==> src/rtl/ifid_queue.sv <==
// ifid_queue: IF/ID circular queue with halt capture, flush and a registered head.
// The head outputs come from storage only, so a push reaches the ID stage one cycle later.
module ifid_queue #(
   parameter int                 INSTR_W    = 16,
   parameter int                 PC_W       = 16,
   parameter int                 DEPTH      = 2,
   parameter logic [INSTR_W-1:0] NOP_INSTR  = 16'h0800,
   parameter logic [INSTR_W-1:0] HALT_INSTR = 16'h0000
) (
   input  logic                       clk,
   input  logic                       rst,
   input  logic                       IF_valid,
   input  logic [INSTR_W-1:0]         IF_instr,
   input  logic [PC_W-1:0]            IF_PC_Next,
   input  logic                       IF_err,
   output logic                       IF_ready,
   input  logic                       nHaltSig,
   input  logic                       flush,
   input  logic                       ID_stall,
   output logic                       IFID_valid,
   output logic [INSTR_W-1:0]         IFID_instr,
   output logic [PC_W-1:0]            IFID_PC_Next,
   output logic                       IFID_err,
   output logic [$clog2(DEPTH+1)-1:0] count
);
   localparam int PW = DEPTH > 1 ? $clog2(DEPTH) : 1;
   localparam int CW = $clog2(DEPTH+1);
   typedef enum logic {RUN, HALTED} state_t;
   state_t             r_state, w_next;
   logic [INSTR_W-1:0] r_instr [DEPTH];
   logic [PC_W-1:0]    r_pc [DEPTH];
   logic               r_err [DEPTH];
   logic [PW-1:0]      r_head, r_tail;
   logic [CW-1:0]      r_count;
   logic [PC_W-1:0]    r_last_pc;
   logic               w_push, w_pop, w_halted;

   function automatic logic [PW-1:0] inc(input logic [PW-1:0] p);
      return p == PW'(DEPTH-1) ? '0 : p + 1'b1;
   endfunction

   always_ff @(posedge clk)
      if (rst) r_state <= RUN;
      else r_state <= w_next;

   always_comb w_next = (r_state == RUN && w_push && nHaltSig) ? HALTED : r_state;

   always_comb w_halted = r_state == HALTED;

   assign count        = r_count;
   assign IFID_valid   = r_count != '0;
   assign IFID_instr   = IFID_valid ? r_instr[r_head] : NOP_INSTR;
   assign IFID_PC_Next = IFID_valid ? r_pc[r_head] : r_last_pc;
   assign IFID_err     = IFID_valid & r_err[r_head];
   assign w_pop        = IFID_valid & ~ID_stall;
   assign IF_ready     = ~w_halted & ~flush & ((r_count < CW'(DEPTH)) | w_pop);
   assign w_push       = IF_valid & IF_ready;

   always_ff @(posedge clk)
      if (w_push) begin
         r_instr[r_tail] <= nHaltSig ? HALT_INSTR : IF_instr;
         r_pc[r_tail]    <= IF_PC_Next;
         r_err[r_tail]   <= IF_err;
      end

   // r_last_pc tracks the head PC so an empty queue keeps showing the last one
   always_ff @(posedge clk)
      if (rst) begin
         r_head    <= '0;
         r_tail    <= '0;
         r_count   <= '0;
         r_last_pc <= '0;
      end else begin
         if (IFID_valid) r_last_pc <= r_pc[r_head];
         if (flush) begin
            r_head  <= '0;
            r_tail  <= '0;
            r_count <= '0;
         end else begin
            if (w_push) r_tail <= inc(r_tail);
            if (w_pop) r_head <= inc(r_head);
            r_count <= r_count + CW'(w_push) - CW'(w_pop);
         end
      end
endmodule

==> config.mk <==
export PLATFORM = sky130hd
export DESIGN_NAME = ifid_queue
export DESIGN_NICKNAME = d
export VERILOG_FILES = /design/src/rtl/ifid_queue.sv
export SDC_FILE = /design/constraint.sdc
export NUM_CORES = 1
export LEC_CHECK = 0
export ABC_AREA = 1
export BUFFER_PORTS_ARGS = -buffer_cell sky130_fd_sc_hd__buf_4
export CELL_PAD_IN_SITES_DETAIL_PLACEMENT = 0
export CELL_PAD_IN_SITES_GLOBAL_PLACEMENT = 2
export CORE_UTILIZATION = 32
export CTS_BUF_LIST = sky130_fd_sc_hd__clkbuf_8
export DETAILED_ROUTE_END_ITERATION = 8
export GPL_ROUTABILITY_DRIVEN = 0
export GPL_TIMING_DRIVEN = 0
export MAX_ROUTING_LAYER = met4
export PLACE_DENSITY = 0.9
export REMOVE_ABC_BUFFERS = 1
export SLEW_MARGIN = 20
export SYNTH_ARGS = -nofsm -noshare
export SYNTH_HDL_FRONTEND = slang
export SYNTH_SLANG_ARGS = --single-unit
export TNS_END_PERCENT = 20
==> constraint.sdc <==
create_clock -name clk -period 2.4 [get_ports clk]
set_clock_uncertainty 0.15 [all_clocks]
set_input_delay 0.24 -clock clk [delete_from_list [all_inputs] [get_ports clk]]
set_output_delay 0.24 -clock clk [all_outputs]
set_load 0.01 [all_outputs]
# == Word level (Yosys, flattened, before mapping) ==
# Memories as Yosys holds them, arrays and structs flattened. A register that Yosys moved wholly into a read port is not among the register bits.
# Index checks and enable logic that the tools add are counted.
# word_totals
regBits,21
ram_bits,66
input_bits,39
out_inout_bits,37
elab_cells,39
n_memories,3
# classes
addsub,4
magnitude_cmp,1
n_mux,13
bitwise_logic,9
reduce_logical,4
# mem_list
memory,words,width,read_ports,rd_ports_with_merged_regs,write_ports,line,rtl
r_instr,2,16,1,1,1,30,logic [INSTR_W-1:0] r_instr [DEPTH];
r_pc,2,16,1,1,1,31,logic [PC_W-1:0] r_pc [DEPTH];
r_err,2,1,1,1,1,32,logic r_err [DEPTH];
# op_table
operator,n
16-bit two-way mux,3
1-bit two-way mux,10
1-bit AND,5
1-bit inverter,3
1-bit adder (second input constant),2
2-bit by 1-bit adder with 2-bit output,1
1-bit logical AND,2
2-bit less-than comparator (second input constant),1
2-bit nonzero test,1
2-bit OR reduction,1
2-bit by 1-bit subtractor with 2-bit output,1
1-bit OR,1

# == Depth between registers and ports, before layout ==
# Gate-level depths: netlist of the first run.
# logic_depth
word_depth,7
depth_mapped,9
ltp_nobuf,9

# == Worst setup path before layout of the first run ==
# Ideal clock, no wire load.
# synth_timing
kind,register to register
startpoint,"register r_count[1], in the netlist count[1]"
endpoint,memory r_err[1] (enable)
setup_ns,0.425
t_arrival_ns,2.055
required_ns,1.825
path_slack_ns,-0.230
stages_incl_launch_ff,4
path_buffers,0
synth_period_minus_slack_ns,2.630
path_cell_list,dfxtp_1 -> nand2_1 -> nand3_1 -> nor2_1
# synth_between
elab_chain_cells,7
elab_cells_between_ends,8
cone_classes,1 x order compare; 2 x mux; 4 x bitwise; 1 x reduce/logical
# synth_rtl
item,line,rtl
"start, declared",34,logic [CW-1:0] r_count;
"start signal, assigned",82,r_count <= r_count + CW'(w_push) - CW'(w_pop);
2-bit nonzero test,51,assign IFID_valid = r_count != '0;
1-bit AND,55,assign w_pop = IFID_valid & ~ID_stall;
1-bit OR *,56,assign IF_ready = ~w_halted & ~flush & ((r_count < CW'(DEPTH)) | w_pop);
1-bit AND *,56,
1-bit AND *,57,assign w_push = IF_valid & IF_ready;
1-bit two-way mux *,60,if (w_push) begin
1-bit two-way mux (not written as such) *,63,r_err[r_tail] <= IF_err;
"end, declared",32,
# Mark *: on every way between the ends. The rest lies on a longest branch, timed or not.

==> results of run 1 <==
final timing paths:
kind,slack (ns),depth (start not counted),end,startpoint
max,0.25,5,IFID_instr[0],register
min reg2reg,0.32,1,register,r_head$_SDFFE_PP0P_
max reg2reg,0.43,4,r_instr[1][9]$_DFFE_PP_,count[1]$_SDFF_PP0_
min,0.02,4,count[1]$_SDFF_PP0_,flush
stage by stage:
step	cells	utilization, %	setup slack [ns]	TNS (ns)
2_1_floorplan	317	-	-0.2299	-14.19
3_3_place_gp	528	39.47	-1.117	-79.10
3_5_place_dp	531	40.42	0.07500	0
4_1_cts	565	44.23	0.05461	0
5_1_grt	566	44.35	0.03133	0
6_report	566	44.35	0.2493	0
tightest hold or removal path: cells and delay by family:
| kind | cells | cell delay, ns |
|---|---|---|
| buffers and inverters | 1 | 0.08 |
| and+or+nand+nor | 3 | 0.16 |
per-layer routing:
| layer | share of wire, % | vias up | routed length, um |
|---|---|---|---|
| li1 | - | 1258 | - |
| met1 | 47 | 1083 | 3219 |
| met2 | 48 | 64 | 3334 |
| met3 | 4.1 | 9 | 281 |
| met4 | 0.84 | 0 | 58 |
| met5 | 0 | - | 0 |
cells in the mapped netlist:
| master | instances | area [sq um] |
|---|---|---|
| sky130_fd_sc_hd__a21oi_1 | 35 | 175.2 |
| sky130_fd_sc_hd__buf_1 | 1 | 3.750 |
| sky130_fd_sc_hd__buf_2 | 6 | 30.03 |
| sky130_fd_sc_hd__buf_4 | 4 | 30.03 |
| sky130_fd_sc_hd__buf_6 | 1 | 11.26 |
| sky130_fd_sc_hd__clkbuf_1 | 1 | 3.750 |
| sky130_fd_sc_hd__clkbuf_2 | 1 | 5.000 |
| sky130_fd_sc_hd__dfxtp_1 | 22 | 440.4 |
| sky130_fd_sc_hd__edfxtp_1 | 66 | 1982 |
| sky130_fd_sc_hd__ha_1 | 1 | 12.51 |
| sky130_fd_sc_hd__inv_1 | 38 | 142.6 |
| sky130_fd_sc_hd__inv_2 | 2 | 7.510 |
| sky130_fd_sc_hd__nand2_1 | 105 | 394.1 |
| sky130_fd_sc_hd__nand3_1 | 3 | 15.01 |
| sky130_fd_sc_hd__nor2_1 | 23 | 86.33 |
| sky130_fd_sc_hd__nor2_2 | 1 | 6.260 |
| sky130_fd_sc_hd__nor2_4 | 1 | 11.26 |
| sky130_fd_sc_hd__nor3_1 | 1 | 5.000 |
| sky130_fd_sc_hd__o21ai_0 | 13 | 65.06 |
| sky130_fd_sc_hd__o21ai_1 | 4 | 20.02 |
| sky130_fd_sc_hd__or2_2 | 1 | 6.260 |
| sky130_fd_sc_hd__xnor2_1 | 1 | 8.760 |
cell families (layout without fill, tap and decap cells):
family | after synthesis | after routing | share of synthesized area (%)
simple gates | 135 | 136 | 15.14
flops | 88 | 88 | 69.97
buf+inv | 54 | 152 | 6.758
compound gates | 52 | 52 | 7.517
fa+ha+maj | 1 | 1 | 0.3613
xor+xnor | 1 | 1 | 0.2530
flip-flops by register name, indices dropped and copies added, names as in the netlist, named ones only:
name	cells
r_pc	32
r_head	1
r_last_pc	16
r_err	2
r_tail	1
r_state	1
count	2
r_instr	32
power by group:
| group | internal (mW) | switching, mW |
|---|---|---|
| sequential | 1.68 | 0.0157 |
| combinational | 0.144 | 0.151 |
| clock | 0.588 | 0.530 |
| total | 2.42 | 0.697 |
layout make-up:
type | instances | area [sq um]
multi-input cells | 190 | 832.0
clock inverters | 7 | 96.34
inverters | 40 | 150.1
well taps | 136 | 170.2
flip-flops and latches | 88 | 2424
repair buffers | 96 | 823.3
clock buffers | 9 | 123.9
fillers | 1010 | 5797
repair_timing:
action / in CTS / in global routing
hold endpoints to repair: 34 / 0
resized for setup: 0 / 1
endpoints found under the setup margin: 18 / 16
hold buffers: 17 / 0
pin swaps: 1 / 1
setup buffers: 0 / 1
cloned: 1 / 0
==> impl_results.rst, run 1 <==
.. list-table::
   :header-rows: 1

   * - Metric
     - Value
   * - Most common cell after layout, fill and taps aside
     - sky130_fd_sc_hd__nand2_1
   * - Pin count of the biggest net entering global routing
     - 28
   * - Clock tree buffer depth
     - 2
   * - CTS Root Cell
     - sky130_fd_sc_hd__clkbuf_8
   * - Number of DRC markers in iteration 0
     - 82
   * - Initial Util
     - 33.24%
   * - Period utilisation layout
     - 89.61%
   * - Via total after detailed routing
     - 2414
   * - Number of standard cells after synthesis
     - 331
   * - # H-tree levels
     - 3
   * - Number of vias per cell
     - 4.265
   * - Clk_lat worst skew
     - 0.34 ns
   * - Max-capacitance violation count
     - 0
   * - Library cell contributing the largest single delay on the critical path
     - sky130_fd_sc_hd__dfxtp_2
   * - Final routed DRC violation total
     - 0
   * - Via count of the first global-routing pass
     - 2405
   * - Average instance area after synthesis
     - 10.46 sq um
   * - Worst EP required
     - 2.01 ns
   * - Standard-cell row count
     - 37
   * - Longest individual stage delay on the worst path
     - 0.47 ns
   * - Met2 track demand over resource
     - 22.88%
   * - Overall routing resource usage
     - 13.88%
   * - Final routed wire length divided by cell count
     - 12.18 um
   * - First-pass iteration count of the detailed router
     - 4
   * - Most used routing layer in global routing
     - met2
   * - Share of final-layout standard cells stronger than drive strength 1
     - 24.19%
   * - IO Pins
     - 76
   * - Drt total wl
     - 6.894 mm
   * - Commonest non-fill, non-tap cells in the layout
     - sky130_fd_sc_hd__nand2_1 (105), sky130_fd_sc_hd__buf_4 (76), sky130_fd_sc_hd__edfxtp_1 (66), sky130_fd_sc_hd__inv_1 (38), sky130_fd_sc_hd__a21oi_1 (35)
   * - Setup repair after global routing missed its margin
     - no
   * - Critical path cell sequence
     - buf_16, inv_2, nand2_1, a21oi_1, buf_4
   * - Crit Path Max Fanout
     - 27
   * - M1 GR Usage
     - 17.04%
   * - DP HPWL
     - 4.288 mm
   * - Number of antenna violations at the first check in global routing
     - 0
   * - Inserted Clock Buffers
     - 9
   * - Die width
     - 106.0 um
   * - Placement Cell Area
     - 4210 sq um
   * - Worst path arrival time
     - 1.76 ns
   * - Register bit count reported by yosys
     - 88
   * - Die Height
     - 106.0 um
   * - Design area
     - 4619 sq um
   * - Critical path launch point type
     - register
   * - Largest delay contributor family on the critical path
     - buffers and inverters
   * - Warnings from Yosys
     - 0
   * - Worst slew pin tran
     - 0.5345 ns
   * - Global-route congestion overflow total
     - 0
   * - Met3 GRT Util
     - 2.452%
   * - Nets
     - 465
   * - Overall die area
     - 11240 sq um
   * - Headroom to the max-slew limit
     - 64.28%
   * - Cell area after synthesis
     - 3462 sq um
   * - Final count of negative-setup-slack endpoints
     - 0
   * - Std-Cell Core Area
     - 10420 sq um
   * - Diode count
     - 0
   * - Post-DRT Antenna Nets
     - 0
   * - Clk pin slew, worst setup/hold paths
     - 0.09 ns
   * - Global-route wire length before repair
     - 11.51 mm
   * - Sequential fraction of the synthesis area
     - 69.97%
   * - Leakage component of the power
     - 1.970 nW
   * - Sum of buffers and inverters on the critical path
     - 3
   * - Syn-to-layout area delta
     - 33.43%
   * - Type of element capturing the critical path
     - output port
   * - Hold Worst Slack
     - 0.02254 ns
   * - Hold Violations, Final
     - 0
   * - F_max
     - 465.0 MHz
   * - Kind of critical path
     - register to output port
   * - Final Total Pwr
     - 3.113 mW
   * - Outcome
     - finished clean
   * - CTS Sinks
     - 88
   * - Worst hold-check path type
     - primary input to register
   * - IR Drop Worst-Case VDD
     - 0.0002983 V
   * - CTS tree
     - done
   * - Final min period
     - 2.151 ns
   * - Max Slew Vio Count
     - 0
   * - Count of input and output buffers
     - 75
   * - Ratio of total power to cell area
     - 673.9 nW/um^2
   * - Number of distinct library cells after synthesis
     - 22
(Power assumes the default switching activity.)
==> inputs of run 2 (changes only) <==
--- a/config.mk
+++ b/config.mk
@@ -6,7 +6,7 @@
 export NUM_CORES = 1
 export LEC_CHECK = 0
 export ABC_AREA = 1
-export BUFFER_PORTS_ARGS = -buffer_cell sky130_fd_sc_hd__buf_4
+export BUFFER_PORTS_ARGS = -buffer_cell sky130_fd_sc_hd__buf_2
 export CELL_PAD_IN_SITES_DETAIL_PLACEMENT = 0
 export CELL_PAD_IN_SITES_GLOBAL_PLACEMENT = 2
 export CORE_UTILIZATION = 32
==> run 2 against run 1 <==
Critical path depth shrank 1. Hold slack gained 0.0043 ns. First-iteration DRC count grew 27%. Flip-flop and latch count is the same. Power shrank 1.0%. Die area is the same. Via count shrank 0.37%. Global-route usage shrank 0.21 points.
==> impl_results.rst, run 2 (synthesis results as in run 1) <==
.. list-table::
   :header-rows: 1

   * - Metric
     - Value
   * - Std-Cell Core Area
     - 10420 sq um
   * - Most common cell after layout, fill and taps aside
     - sky130_fd_sc_hd__nand2_1
   * - Hold Violations, Final
     - 0
   * - Drt total wl
     - 6.944 mm
   * - Nets
     - 466
   * - Max Slew Vio Count
     - 0
   * - Final count of negative-setup-slack endpoints
     - 0
   * - Global-route wire length before repair
     - 11.36 mm
   * - Worst hold-check path type
     - primary input to register
   * - Longest individual stage delay on the worst path
     - 0.70 ns
   * - Top layer reached by signal wires
     - met4
   * - Library cell contributing the largest single delay on the critical path
     - sky130_fd_sc_hd__nor2_2
   * - Die width
     - 106.0 um
   * - Initial Util
     - 33.24%
   * - Ratio of total power to cell area
     - 696.5 nW/um^2
   * - Worst slew pin tran
     - 0.8300 ns
   * - Util after Layout
     - 42.46%
   * - Syn-to-layout area delta
     - 27.76%
   * - Setup Total Neg Slack
     - 0 ns
   * - Clk_lat worst skew
     - 0.35 ns
   * - Worst EP required
     - 2.01 ns
   * - Diode count
     - 0
   * - First-pass iteration count of the detailed router
     - 4
   * - Worst path arrival time
     - 1.83 ns
   * - Leakage component of the power
     - 1.933 nW
   * - Clk pin slew, worst setup/hold paths
     - 0.09 ns
   * - Number of vias per cell
     - 4.242
   * - Die Height
     - 106.0 um
   * - Crit Path Max Fanout
     - 17
   * - Number of resized instances in the post-cts repair step
     - 0
   * - Via total after detailed routing
     - 2405
   * - Critical path launch point type
     - register
   * - Overall routing resource usage
     - 13.67%
   * - Dominant cell type by count on the critical path
     - sky130_fd_sc_hd__nand2_1
   * - Setup repair after global routing missed its margin
     - no
   * - Commonest non-fill, non-tap cells in the layout
     - sky130_fd_sc_hd__nand2_1 (105), sky130_fd_sc_hd__buf_2 (75), sky130_fd_sc_hd__edfxtp_1 (66), sky130_fd_sc_hd__inv_1 (40), sky130_fd_sc_hd__a21oi_1 (35)
   * - CTS Root Cell
     - sky130_fd_sc_hd__clkbuf_8
   * - Final min period
     - 2.221 ns
   * - Via count of the first global-routing pass
     - 2359
   * - Clock tree buffer depth
     - 2
   * - Met2 wire len
     - 3.496 mm
   * - Headroom to the max-slew limit
     - 44.61%
   * - Kind of critical path
     - register to output port
   * - Final routed DRC violation total
     - 0
   * - Global-route congestion overflow total
     - 0
   * - Standard-cell row count
     - 37
   * - CTS Sinks
     - 88
   * - Number of antenna violations at the first check in global routing
     - 0
   * - Period utilisation layout
     - 92.56%
   * - Largest registers in the final layout
     - r_instr (32), r_pc (32), r_last_pc (16)
   * - Met3 wire length
     - 330 um
   * - F_max
     - 450.1 MHz
   * - Count of input and output buffers
     - 75
   * - Post-DRT Antenna Nets
     - 0
   * - Number of DRC markers in iteration 0
     - 104
   * - Inserted Clock Buffers
     - 9
   * - Overall die area
     - 11240 sq um
   * - Max-capacitance violation count
     - 0
   * - Type of element capturing the critical path
     - output port
   * - CTS tree
     - done
   * - Share of final-layout standard cells stronger than drive strength 1
     - 23.67%
   * - # H-tree levels
     - 3
   * - Final routed wire length divided by cell count
     - 12.25 um
   * - IO Pins
     - 76
   * - DP HPWL
     - 4.314 mm
   * - Pin count of the biggest net entering global routing
     - 31
   * - Critical path cell sequence
     - nor2_2, nand2_1, nand2_1, buf_2
   * - Outcome
     - finished clean
   * - IR Drop Worst-Case VDD
     - 0.0003318 V
   * - Post-route met1 wirelength
     - 3.059 mm
run 2: repair_timing:
action | CTS | global route
hold endpoints to repair | 35 | 0
endpoints found under the setup margin | 18 | 10
cloned | 1 | 0
hold buffers | 18 | 0
setup buffers | 0 | 1
pin swaps | 1 | 1
run 2: through the flow:
stage	power, mW	cell area (sq um)	hold slack (ns)	worst slack, ns	cells
global placement	1.956	3924	0.2787	-1.150	528
detailed placement	1.973	4008	0.2814	0.06474	531
floorplan	1.850	3378	0.1591	-0.2299	317
global route	3.218	4423	0.05248	0.06144	567
finish	3.081	4423	0.02688	0.1785	567
CTS	3.118	4415	0.01773	0.05050	566
run 2: metal layers:
layer  up-vias  track usage [%]
met2        68            22.97
met4         0            3.869
li1       1260                -
met3         7            3.801
met1      1070            16.07
met5         -                -
run 2: worst paths after layout:
path / slack (ns) / depth (start not counted) / to / from
setup / recovery: 0.18 / 4 / IFID_PC_Next[13] / count[1]$_SDFF_PP0_
hold reg to reg: 0.31 / 2 / r_state$_SDFFE_PP0P_ / r_state$_SDFFE_PP0P_
setup reg to reg: 0.46 / 4 / r_instr[0][11]$_DFFE_PP_ / count[1]$_SDFF_PP0_
hold / removal: 0.03 / 4 / count[1]$_SDFF_PP0_ / flush
run 2: critical path, delay by kind of cell (launching register included):
| kind | cells | cell delay, ns |
|---|---|---|
| buffers and inverters | 1 | 0.12 |
| and+or+nand+nor | 3 | 0.94 |
| DFF | 1 | 0.42 |
run 2: layout make-up:
type                    instances  area, sq um
clock inverters                 6        83.83
well taps                     136        170.2
flip-flops and latches         88         2424
clock buffers                  10        137.6
multi-input cells             190        827.0
repair buffers                 97        630.6
inverters                      40        150.1
fillers                      1039         5993
run 2: report_power, final:
group | internal [mW] | switching, mW
Clock | 0.612 | 0.512
Sequential | 1.68 | 0.0147
Combinational | 0.109 | 0.150
Total | 2.40 | 0.676
==> inputs of run 3 (changes only) <==
--- a/config.mk
+++ b/config.mk
@@ -10,10 +10,9 @@
 export CELL_PAD_IN_SITES_DETAIL_PLACEMENT = 0
 export CELL_PAD_IN_SITES_GLOBAL_PLACEMENT = 2
 export CORE_UTILIZATION = 32
-export CTS_BUF_LIST = sky130_fd_sc_hd__clkbuf_8
+export CTS_BUF_LIST = sky130_fd_sc_hd__clkbuf_2 sky130_fd_sc_hd__clkbuf_4 sky130_fd_sc_hd__clkbuf_8
 export DETAILED_ROUTE_END_ITERATION = 8
 export GPL_ROUTABILITY_DRIVEN = 0
-export GPL_TIMING_DRIVEN = 0
 export MAX_ROUTING_LAYER = met4
 export PLACE_DENSITY = 0.9
 export REMOVE_ABC_BUFFERS = 1
==> constraint.sdc (replaced) <==
create_clock -name clk -period 2.4 [get_ports clk]
set_clock_uncertainty 0.15 [all_clocks]
set_input_delay 0.12 -clock clk [delete_from_list [all_inputs] [get_ports clk]]
set_output_delay 0.12 -clock clk [all_outputs]
set_load 0.01 [all_outputs]
==> run 3 against run 2 <==
Cell count grew 3.4%. Critical endpoint is now IFID_PC_Next[1]. Global-route usage is 0.40 points lower. Register-to-register slack better by 0.10 ns. Wire length is 1.0% lower. First-iteration DRC count shrank 2.9%. Critical path type unchanged. Critical path depth rose by 2. Clock power down 11%.
==> impl_results.rst, run 3 (synthesis results as in run 1) <==
.. list-table::
   :header-rows: 1

   * - Metric
     - Value
   * - Outcome
     - finished clean
   * - Final Total Pwr
     - 2.978 mW
   * - Worst EP required
     - 2.13 ns
   * - Critical path launch point type
     - register
   * - IO Pins
     - 76
   * - Kind of critical path
     - register to output port
   * - Share of final-layout standard cells stronger than drive strength 1
     - 23.11%
   * - Number of antenna violations at the first check in global routing
     - 0
   * - Die Height
     - 106.0 um
   * - Final min period
     - 2.097 ns
   * - Headroom to the max-slew limit
     - 68.96%
   * - # H-tree levels
     - 3
   * - Hold Violations, Final
     - 0
   * - F_max
     - 476.9 MHz
   * - Via total after detailed routing
     - 2463
   * - Fraction of power consumed by sequential logic
     - 57.0%
   * - Overall die area
     - 11240 sq um
   * - Clock tree buffer depth
     - 2
   * - Die width
     - 106.0 um
   * - Seq. cell area
     - 2424 sq um
   * - Number of resized instances in the post-cts repair step
     - 0
   * - Global-route wire length before repair
     - 10.88 mm
   * - CTS Root Cell
     - sky130_fd_sc_hd__clkbuf_8
   * - Setup Total Neg Slack
     - 0 ns
   * - Type of element capturing the critical path
     - output port
   * - Pin count of the biggest net entering global routing
     - 35
   * - Final count of negative-setup-slack endpoints
     - 0
   * - Worst slew pin tran
     - 0.4656 ns
   * - Commonest non-fill, non-tap cells in the layout
     - sky130_fd_sc_hd__nand2_1 (105), sky130_fd_sc_hd__buf_2 (75), sky130_fd_sc_hd__edfxtp_1 (66), sky130_fd_sc_hd__inv_1 (38), sky130_fd_sc_hd__dlygate4sd3_1 (37)
   * - Clk_lat worst skew
     - 0.35 ns
   * - Setup repair after global routing missed its margin
     - no
   * - Cell internal power dissipation
     - 2.338 mW
   * - Crit Path Max Fanout
     - 33
   * - Fill cell count
     - 1019
   * - Standard-cell row count
     - 37
   * - Global-route congestion overflow total
     - 0
   * - Inserted Clock Buffers
     - 9
   * - Hold Worst Slack
     - 0.01849 ns
   * - Post-DRT Antenna Nets
     - 0
   * - Relative contribution of combinational cells to total power
     - 9.3%
   * - CTS hold repair buffers
     - 37
   * - Number of DRC markers in iteration 0
     - 101
   * - IR Drop Worst-Case VDD
     - 0.0002640 V
   * - Number of vias per cell
     - 4.203
   * - Std-Cell Core Area
     - 10420 sq um
   * - Most common cell after layout, fill and taps aside
     - sky130_fd_sc_hd__nand2_1
   * - Post-CTS setup-driven buffer insertion count
     - 0
   * - Area taken by multi-input logic gates
     - 820.8 sq um
   * - Drt total wl
     - 6.873 mm
   * - Max-capacitance violation count
     - 0
   * - Via count of the first global-routing pass
     - 2280
   * - Diode count
     - 0
   * - Count of input and output buffers
     - 75
   * - Net switching share of the total power
     - 21.50%
   * - R2R setup slack
     - 0.56 ns
   * - Final routed wire length divided by cell count
     - 11.73 um
   * - Largest registers in the final layout
     - r_instr (32), r_pc (32), r_last_pc (16)
   * - CTS Sinks
     - 88
   * - Max Slew Vio Count
     - 0
   * - DP HPWL
     - 4.515 mm
   * - Worst path arrival time
     - 1.83 ns
   * - First-pass iteration count of the detailed router
     - 4
   * - Worst hold-check path type
     - primary input to register
   * - Ratio of total power to cell area
     - 653.4 nW/um^2
   * - Nets
     - 485
   * - CTS tree
     - done
   * - Initial Util
     - 33.24%
   * - Switching power total
     - 0.6404 mW
   * - Overall routing resource usage
     - 13.27%
   * - Final routed DRC violation total
     - 0
   * - Period utilisation layout
     - 87.38%
   * - Leakage component of the power
     - 1.997 nW
   * - Clock group share of total power
     - 33.7%
   * - Clk pin slew, worst setup/hold paths
     - 0.08 ns
   * - Syn-to-layout area delta
     - 31.66%
run 3: cell types whose count changed in the layout (fill, tap and decap cells not counted), sizes merged:
cell / before / now
dlygate4sd3: 18 / 37
clkinvlp: 1 / 0
inv: 43 / 40
clkbuf: 10 / 12
bufinv: 2 / 1
clkinv: 0 / 3
buf: 79 / 80
nor2: 26 / 25
run 3: path summary, 6_finish.rpt:
kind | from | to | depth (start not counted)
max | count[1]$_SDFF_PP0_ | IFID_PC_Next[1] | 6
min | rst | r_last_pc[4]$_SDFF_PP0_ | 2
max reg2reg | count[1]$_SDFF_PP0_ | count[1]$_SDFF_PP0_ | 9
min reg2reg | r_head$_SDFFE_PP0P_ | register | 1
run 3: power by group through the flow:
stage	registers [mW]	clock network, mW	logic [mW]
CTS	1.70	1.04	0.284
floorplan	1.73	0	0.117
finish	1.70	1.00	0.278
detailed placement	1.73	0	0.237
global route	1.70	1.11	0.312
global placement	1.73	0	0.233
run 3: layer usage:
| metal | GRT usage [%] | routed length [um] |
|---|---|---|
| met2 | 22.18 | 3411 |
| met1 | 15.20 | 3063 |
| met4 | 4.067 | 76 |
| met3 | 4.292 | 321 |
| met5 | - | 0 |
run 3: layout make-up:
class | count | share of cell area [%]
timing repair buffer | 117 | 17.46
inverter | 40 | 3.294
sequential | 88 | 53.17
multi-input combinational | 189 | 18.01
tap | 136 | 3.733
clock inverter | 4 | 0.9882
clock buffer | 12 | 3.349
run 3: through the flow:
stage	setup WS, ns	util, %	std cells	instance area (sq um)
2_1_floorplan	-0.2299	-	317	3378
4_1_cts	0.2388	43.76	586	4558
3_3_place_gp	0.6158	38.31	533	3990
5_1_grt	0.1422	43.76	586	4558
6_report	0.3030	43.76	586	4558
3_5_place_dp	0.5749	38.31	533	3990
run 3: critical path, cell delays in order, from the launching register on:
cell,delay [ns]
sky130_fd_sc_hd__dfxtp_1,0.37
sky130_fd_sc_hd__nor2_4,0.12
sky130_fd_sc_hd__buf_4,0.38
sky130_fd_sc_hd__inv_2,0.25
sky130_fd_sc_hd__nand2_1,0.16
sky130_fd_sc_hd__nand2_1,0.06
sky130_fd_sc_hd__buf_2,0.13
